## config.mk

```make
export PLATFORM = sky130hd
export DESIGN_NAME = booth_r4_mult_seq
export DESIGN_NICKNAME = d
export VERILOG_FILES = /design/src/rtl/booth_r4_mult_seq.sv
export SDC_FILE = /design/constraint.sdc
export NUM_CORES = 1
export LEC_CHECK = 0
export ABC_CLOCK_PERIOD_IN_PS = 6550
export BUFFER_PORTS_ARGS = -buffer_cell sky130_fd_sc_hd__buf_2
export CAP_MARGIN = 40
export CELL_PAD_IN_SITES_DETAIL_PLACEMENT = 1
export CELL_PAD_IN_SITES_GLOBAL_PLACEMENT = 1
export CORE_MARGIN = 1.5
export CORE_UTILIZATION = 30
export DETAILED_ROUTE_END_ITERATION = 12
export PLACE_DENSITY_LB_ADDON = 0.1
export SETUP_SLACK_MARGIN = 0.15
export SLEW_MARGIN = 20
export SYNTH_ARGS = -nofsm -noshare
export SYNTH_HDL_FRONTEND = slang
export SYNTH_SLANG_ARGS = --single-unit
```

## constraint.sdc

```tcl
create_clock -name clock -period 6.55 [get_ports clock]
set_input_delay 0.3275 -clock clock [delete_from_list [all_inputs] [get_ports clock]]
set_output_delay 0.3275 -clock clock [all_outputs]
set_load 0.02 [all_outputs]
```

## src/rtl/booth_r4_mult_seq.sv

```systemverilog
// booth_r4_mult_seq
// Sequential radix-4 Booth multiplier with a ready/valid start handshake.
// One operand pair is captured per accepted start; the full 2*WIDTH-bit
// product is produced WIDTH/2+1 iterations later and held until the next
// result is written.
//
// Ports:
//   clock          : single clock, rising edge
//   reset          : synchronous, active-high
//   start          : request, accepted only while ready=1
//   is_signed      : 1 = two's-complement operands, 0 = unsigned
//   operand_a      : multiplicand
//   operand_b      : multiplier
//   ready          : high only in IDLE
//   result_valid   : one-cycle pulse while the result is fresh (DONE)
//   result_lo      : low WIDTH bits of the product
//   result_hi      : high WIDTH bits of the product
//   data_exception : product does not fit in WIDTH bits under the captured mode
//
// WIDTH must be even and at least 4.
module booth_r4_mult_seq #(
  parameter int unsigned WIDTH = 32
) (
  input  logic             clock,
  input  logic             reset,
  input  logic             start,
  input  logic             is_signed,
  input  logic [WIDTH-1:0] operand_a,
  input  logic [WIDTH-1:0] operand_b,
  output logic             ready,
  output logic             result_valid,
  output logic [WIDTH-1:0] result_lo,
  output logic [WIDTH-1:0] result_hi,
  output logic             data_exception
);

  // Iteration count, extended operand width, accumulator-high width
  // (one guard bit above the extended multiplicand so +/-2A stays exact),
  // product width and counter width.
  localparam int unsigned N      = WIDTH / 2 + 1;
  localparam int unsigned EW     = WIDTH + 2;
  localparam int unsigned HW     = WIDTH + 3;
  localparam int unsigned PW     = 2 * WIDTH;
  localparam int unsigned CW     = $clog2(N + 1);

  typedef enum logic [1:0] {
    ST_IDLE = 2'd0,
    ST_RUN  = 2'd1,
    ST_DONE = 2'd2
  } state_t;

  state_t          state;
  logic [HW-1:0]   mcand;        // multiplicand, extended to accumulator width
  logic [HW-1:0]   acc_hi;
  logic [EW-1:0]   acc_lo;
  logic            q_m1;         // Booth appended bit q[-1]
  logic [CW-1:0]   iter_cnt;
  logic            mode_signed;  // mode latched on accept

  // Operand extension applied at accept time.
  logic [HW-1:0]   ext_a;
  logic [EW-1:0]   ext_b;

  always_comb begin
    if (is_signed) begin
      ext_a = {{3{operand_a[WIDTH-1]}}, operand_a};
      ext_b = {{2{operand_b[WIDTH-1]}}, operand_b};
    end else begin
      ext_a = {3'b000, operand_a};
      ext_b = {2'b00, operand_b};
    end
  end

  // Booth digit decode: magnitude (A or 2A) and sign from lo[1:0],q[-1].
  logic [HW-1:0]   digit_mag;
  logic            digit_neg;

  always_comb begin
    digit_mag = '0;
    digit_neg = 1'b0;
    case ({acc_lo[1:0], q_m1})
      3'b001, 3'b010: digit_mag = mcand;
      3'b011:         digit_mag = mcand << 1;
      3'b100: begin
        digit_mag = mcand << 1;
        digit_neg = 1'b1;
      end
      3'b101, 3'b110: begin
        digit_mag = mcand;
        digit_neg = 1'b1;
      end
      default:        digit_mag = '0;
    endcase
  end

  // Partial-product add/subtract followed by a 2-bit arithmetic right shift
  // of {hi, lo, q[-1]}.
  logic [HW-1:0]   sum_hi;
  logic [HW-1:0]   nxt_hi;
  logic [EW-1:0]   nxt_lo;
  logic            nxt_q;

  always_comb begin
    if (digit_neg) begin
      sum_hi = acc_hi - digit_mag;
    end else begin
      sum_hi = acc_hi + digit_mag;
    end
    nxt_hi = {{2{sum_hi[HW-1]}}, sum_hi[HW-1:2]};
    nxt_lo = {sum_hi[1:0], acc_lo[EW-1:2]};
    nxt_q  = acc_lo[1];
  end

  // Product view of the post-iteration accumulator; only meaningful on the
  // final iteration, where it is exact in both modes.
  logic [PW-1:0]    product;
  logic [WIDTH-1:0] prod_lo;
  logic [WIDTH-1:0] prod_hi;
  logic             prod_exc;

  always_comb begin
    product = {nxt_hi[WIDTH-3:0], nxt_lo};
    prod_lo = product[WIDTH-1:0];
    prod_hi = product[PW-1:WIDTH];
    if (mode_signed) begin
      prod_exc = (prod_hi != {WIDTH{prod_lo[WIDTH-1]}});
    end else begin
      prod_exc = (prod_hi != '0);
    end
  end

  logic last_iter;
  assign last_iter = (iter_cnt == CW'(N - 1));

  // Control FSM, datapath registers and registered outputs.
  always_ff @(posedge clock) begin
    if (reset) begin
      state          <= ST_IDLE;
      mcand          <= '0;
      acc_hi         <= '0;
      acc_lo         <= '0;
      q_m1           <= 1'b0;
      iter_cnt       <= '0;
      mode_signed    <= 1'b0;
      ready          <= 1'b1;
      result_valid   <= 1'b0;
      result_lo      <= '0;
      result_hi      <= '0;
      data_exception <= 1'b0;
    end else begin
      case (state)
        ST_IDLE: begin
          if (start) begin
            mcand       <= ext_a;
            acc_hi      <= '0;
            acc_lo      <= ext_b;
            q_m1        <= 1'b0;
            iter_cnt    <= '0;
            mode_signed <= is_signed;
            ready       <= 1'b0;
            state       <= ST_RUN;
          end
        end

        ST_RUN: begin
          acc_hi   <= nxt_hi;
          acc_lo   <= nxt_lo;
          q_m1     <= nxt_q;
          iter_cnt <= iter_cnt + CW'(1);
          if (last_iter) begin
            result_lo      <= prod_lo;
            result_hi      <= prod_hi;
            data_exception <= prod_exc;
            result_valid   <= 1'b1;
            state          <= ST_DONE;
          end
        end

        ST_DONE: begin
          result_valid <= 1'b0;
          ready        <= 1'b1;
          state        <= ST_IDLE;
        end

        default: begin
          result_valid <= 1'b0;
          ready        <= 1'b1;
          state        <= ST_IDLE;
        end
      endcase
    end
  end

endmodule
```

# Yosys cells after proc, flatten, opt, wreduce, memory -nomap -nowiden
# Cells that the tools add are included.
# W data, S select, Z words.
[totals] elab_cells=60 out_inout_bits=67 register_bits=180 inputBits=68
[op_classes] mux=20 n_addsub=3 reduce_logical=12 eq_ne=11 n_bitwise=2
[op_table] operator="$pmux W35 S2" count=2
[op_table] operator="$mux W35" count=3
[op_table] operator="$mux W34" count=2
[op_table] operator="$pmux W34 S2" count=1
[op_table] operator="$add A35 B35 Y35" count=1
[op_table] operator="$sub A35 B35 Y35" count=1
[op_table] operator="$ne A32 B32 Y1" count=1
[op_table] operator="$reduce_bool A32 Y1" count=1
[op_table] operator="$reduce_and A2 Y1" count=6
[op_table] operator="$pmux W5 S2" count=1
[op_table] operator="$eq A3 B3 Y1 const B" count=3
[op_table] operator="$eq A3 B2 Y1 const B" count=2
[op_table] operator="$pmux W1 S2" count=3
[op_table] operator="$add A5 B1 Y5 const B" count=1
[op_table] operator="$eq A5 B5 Y1 const B" count=1
[op_table] operator="$mux W5" count=1
[op_table] operator="$mux W1" count=4
[op_table] operator="$mux W2" count=2
[op_table] operator="$ne A2 B2 Y1 const B" count=2
[op_table] operator="$pmux W2 S2" count=1
[op_table] operator="$reduce_or A4 Y1" count=1
[op_table] operator="$eq A3 B1 Y1 const B" count=1
[op_table] operator="$reduce_or A3 Y1" count=1
[op_table] operator="$eq A2 B1 Y1 const B" count=1
[op_table] operator="other kinds (4)" count=5

# Depth between registers and ports, before layout
[logic_depth] word_depth=7 ltp_mapped=27 depth_no_buf=22

# Worst setup path before layout
# OpenSTA, ideal clock, no wires.
[synth_path] path_type="register to register" startpoint="register q_m1" endpoint="register data_exception" setup_ns=0.135 path_stages_with_launch=27 t_arrival_ns=5.879 path_slack_ns=0.536 t_required_ns=6.415 synth_period_minus_slack_ns=6.014 path_buffers=6 path_cell_list="dfxtp_1 inv_1 ha_1 clkbuf_1 clkbuf_1 clkbuf_1 clkbuf_1 buf_1 a22oi_1 ha_1 inv_1 nor3_1 and3_1 a31oi_1 xor2_1 ha_1 clkbuf_1 a21oi_1 o21ai_0 a22o_1 or3_1 or4b_1 o311ai_2 nand2_1 or4_1 a21oi_1 a31oi_1"
[synth_between] elab_chain_len=7 elab_cells_between_ends=17 classes_between="add/sub: 2; eq/ne: 7; mux: 4; reduce/logical: 4"
[synth_rtl] item="start, declared" line="56" rtl="logic q_m1;"
[synth_rtl] item="start signal, assigned" line="168" rtl="q_m1 <= nxt_q;"
[synth_rtl] item="$eq A3 B3 Y1, or another cell as far along" line="81" rtl="case ({acc_lo[1:0], q_m1})"
[synth_rtl] item="$reduce_or A4 Y1 (no source line) / $reduce_or A2 Y1 (equally long branches)"
[synth_rtl] item="$pmux W35 S2" line="81"
[synth_rtl] item="$add A35 B35 Y35 / $sub A35 B35 Y35 (equally long branches)" line="107, 105"
[synth_rtl] item="$mux W35 (*)" line="104" rtl="if (digit_neg) begin"
[synth_rtl] item="$ne A32 B32 Y1 / $reduce_bool A32 Y1 (equally long branches)" line="126, 128"
[synth_rtl] item="$mux W1 (*)" line="125" rtl="if (mode_signed) begin"
[synth_rtl] item="end signal, assigned" line="173" rtl="data_exception <= prod_exc;"
[synth_rtl] item="end, declared" line="34" rtl="output logic data_exception"
# Mark *: on every way between the ends. The rest lies on a longest branch, timed or not.
# A chain may end at the register's enable or synchronous reset.

# Worst setup path after layout
[layout_path] startpoint="register acc_lo[0]" endpoint="register data_exception"
[layout_between] elab_chain_len=7 elab_cells_between_ends=17 classes_between="add/sub: 2; eq/ne: 7; mux: 4; reduce/logical: 4"
[layout_rtl] item="start, declared" line="55" rtl="logic [EW-1:0] acc_lo;"
[layout_rtl] item="start signal, assigned" line="156" rtl="acc_lo <= ext_b;"
[layout_rtl] item="start signal, assigned" line="167" rtl="acc_lo <= nxt_lo;"
[layout_rtl] item="$eq A3 B3 Y1, or another cell as far along" line="81"
[layout_rtl] item="$reduce_or A4 Y1 (no source line) / $reduce_or A2 Y1 (equally long branches)"
[layout_rtl] item="$pmux W35 S2" line="81"
[layout_rtl] item="$add A35 B35 Y35 / $sub A35 B35 Y35 (equally long branches)" line="107, 105"
[layout_rtl] item="$mux W35 (*)" line="104"
[layout_rtl] item="$ne A32 B32 Y1 / $reduce_bool A32 Y1 (equally long branches)" line="126, 128"
[layout_rtl] item="$mux W1 (*)" line="125"
# Marked as above.

==> impl_metrics.tcl <==
set metrics [dict create \
    status "finished, final reports clean" \
    crit_family "simple AND/OR/NAND/NOR gates" \
    cts_buffers 17 \
    end_kind "register" \
    synth_top_area_share_pct 35.2 \
    fin_skew_ps 13.9 \
    fin_nets 1547 \
    diodes 0 \
    slew_viol_final 0 \
    cp_max_fo 14 \
    dpl.hpwl_mm 26.6 \
    hold_path_class "input pin to register" \
    cts.clk_slew.worst_paths_ps 80 \
    yosys.area.top_type "dfxtp_1" \
    worstSkewPairLatency_ps 450 \
    ir_worst_vdd_mv 0.227 \
    powerDensity_nw_per_um2 386 \
    drtPass1Iterations 4 \
    cts_sinks 176 \
    ys_seq_elements 176 \
    synth_cell_types 73 \
    gp_congestion 0.837 \
    sw_frac_of_total_pct 44.8 \
    p_int_mw 2.52 \
    period_share_pct 92.6 \
    synth_edf_count 0 \
    worstMarginPinSlew_ps 806 \
    postCtsHoldBufs 0 \
    period_needed_ps 6070 \
    grt_pass1_vias 9765 \
    required_ps 6860 \
    p_leak_nw 4.74 \
    antenna_found_initial 0 \
    grt_max_degree 73 \
    design_area_um2 11800 \
    post_drt_wl_per_cell_um 19.1 \
    ys_seq_area_share_pct 35.2 \
    seqPwrFrac_pct 26.8 \
    yosys_warnings 0 \
    synth_nets 1450 \
    max_freq_mhz 165 \
    grt_usage_pct 20.9 \
    grt-ovfl-total 0 \
    cp_slowest_cell "or3_1" \
    ys.flop_type "dfxtp_1" \
    ctsRootBufferMaster "clkbuf_16" \
    port-buffer-count 134 \
    p_sw_mw 2.04 \
    crit_path_start_kind "register" \
    dieArea_um2 34400 \
    yosysMostFrequentCell "nand2_1" \
    io_pins 135 \
    vias 9917 \
    synthCells 1340 \
    cts.path.max_buffers 2 \
    crit_chain "inv_1 > ha_1 > buf_4 > nor2_1 > nor2_1 > or3_1 > nor2_1 > a31oi_1 > xor2_2 > ha_1 > a21oi_2 > o21ai_1 > nor3b_1 > or3_1 > or3_1 > a2111o_1 > nor4_1 > nand4bb_1 > a2111oi_0 > a31oi_1" \
    syn_area_per_cell_um2 7.46 \
    drive_gt1_share_pct 16.3 \
    tns_ps 0 \
    p_clk_share_pct 23.2 \
    power_mw 4.56 \
    cts_tree "built" \
    area_growth_syn_to_layout_pct 18.1 \
    max_stage_delay_ps 510 \
    cap_viol_max_count 0 \
    hold_viol 0 \
    critical_path_class "register to register" \
    start_util_pct 30.6 \
    arrival_ps 6380 \
    core_um2 32700 \
    yosys-top-cells-count "nand2_1, dfxtp_1, nor2_1" \
    drc 0 \
    n_fill_cell 4044 \
    viasPerCell 5.24 \
    postPlaceCellArea_um2 11200 \
    crit_buf_inv 2 \
    relSlewSlack_pct 46.3 \
    synthArstFlopShare_pct 0 \
    drt_iter0_drc 541 \
    fp.dieH_um 186 \
    setup-violations-final 0 \
    ant_nets 0 \
    p_comb_share_pct 50.0 \
    post_synth_instance_area_um2 10000 \
    wl_mm 36.1 \
    h-tree-depth 4 \
    die_w_um 186 \
    std_cell_rows 66 \
    yosys-top-cells-area "dfxtp_1, nand2_1, a21oi_1" \
    rsz0062_at_grt "no" \
    grt_pass1_wl_mm 55.7 \
]
-- cell type report --
type	count	area (um2)	share of cell area, %
inverter	25	93.8	0.794
clock buffer	20	467	3.95
clock inverter	12	124	1.05
tap	442	553	4.68
sequential	176	3520	29.8
multi-input combinational	1051	6110	51.7
timing repair buffer	166	945	8.00
-- cells in the final DEF (no fill, tap or decap), types with 8 or more instances in the layout --
master	synthesis	layout
xor2_1	27	25
nor4_1	40	39
a31oi_1	13	12
ha_1	41	41
a22oi_1	36	36
inv_1	25	25
nand4_1	13	13
nand2b_1	12	12
o31ai_1	8	8
nand2_1	255	254
xnor2_1	33	32
nor2_1	161	157
buf_2	8	133
a21oi_1	152	152
nor3_1	14	14
or3_1	9	9
o21ai_0	57	57
a211oi_1	14	13
nand3_1	18	18
a22o_1	28	28
clkbuf_16	0	17
dfxtp_1	176	176
buf_4	0	30
or2_2	10	10
-- stage by stage --
stage               setup WS, ps  std cells  hold WS [ps]  util, %
finish                       485       1892           117     36.1
detailed placement           358       1859           446     34.2
floorplan                    536       1340           432        -
CTS                          334       1891           101     36.0
global route                 132       1892          99.7     36.1
global placement             544       1857           437     34.0
-- worst paths after layout --
check / start / end / slack, ps / cells after the start
worst min register to register: result_hi[18]$_SDFFE_PP0P_ / result_hi[18]$_SDFFE_PP0P_ / 450 / 2
worst min-delay path: operand_a[27] / mcand[27]$_SDFFE_PP0P_ / 120 / 3
worst max register to register: acc_lo[0]$_SDFFE_PP0P_ / data_exception$_SDFFE_PP0P_ / 480 / 20
worst max-delay path: acc_lo[0]$_SDFFE_PP0P_ / data_exception$_SDFFE_PP0P_ / 480 / 20
-- per-layer routing --
layer  wire length [um]  track usage [%]
met4                561             5.45
met2              16400             33.2
met1              18100             29.5
met5                  0                0
met3               1050             3.15
-- cells by family (layout without fill, tap and decap cells) --
| logic type | Yosys count | in the layout | share of synthesized area, % |
|---|---|---|---|
| buffers and inverters | 113 | 223 | 4.35 |
| DFF | 176 | 176 | 35.2 |
| xor gates and xnor gates | 60 | 60 | 5.25 |
| adders and majority gates | 42 | 42 | 5.33 |
| AOI/OAI and AO/OA | 369 | 369 | 23.4 |
| and+or+nand+nor | 577 | 577 | 26.1 |
| muxes | 3 | 3 | 0.350 |
-- registers in the layout, summed over array words and instances (netlist names) --
| signal | flops |
|---|---|
| mcand | 33 |
| result_hi | 32 |
| acc_hi | 33 |
| result_valid | 1 |
| result_lo | 32 |
| q_m1 | 1 |
| state | 2 |
| data_exception | 1 |
| acc_lo | 34 |
| mode_signed | 1 |
| ready | 1 |
| iter_cnt | 5 |
-- worst reg2reg max path: stages, from the launching register on --
cell,delay (ps)
dfxtp_1,360
inv_1,90
ha_1,480
buf_4,260
nor2_1,320
nor2_1,140
or3_1,510
nor2_1,220
a31oi_1,150
xor2_2,310
ha_1,420
a21oi_2,210
o21ai_1,140
nor3b_1,180
or3_1,360
or3_1,390
a2111o_1,430
nor4_1,240
nand4bb_1,180
a2111oi_0,430
a31oi_1,130
-- power by group through the flow --
stage | Combinational [mW] | Clock (mW) | Sequential (mW)
after floorplan | 1.49 | 0 | 1.22
after global placement | 2.24 | 0 | 1.24
after detailed placement | 2.24 | 0 | 1.25
after CTS | 2.25 | 1.09 | 1.22
after global routing | 2.49 | 1.13 | 1.23
final | 2.28 | 1.06 | 1.22
-- what timing repair did --
action	in CTS	in global routing
setup endpoints to repair	0	3
buffers inserted	0	0
gates resized for setup	0	7
Power figures use the tool's default switching activity.
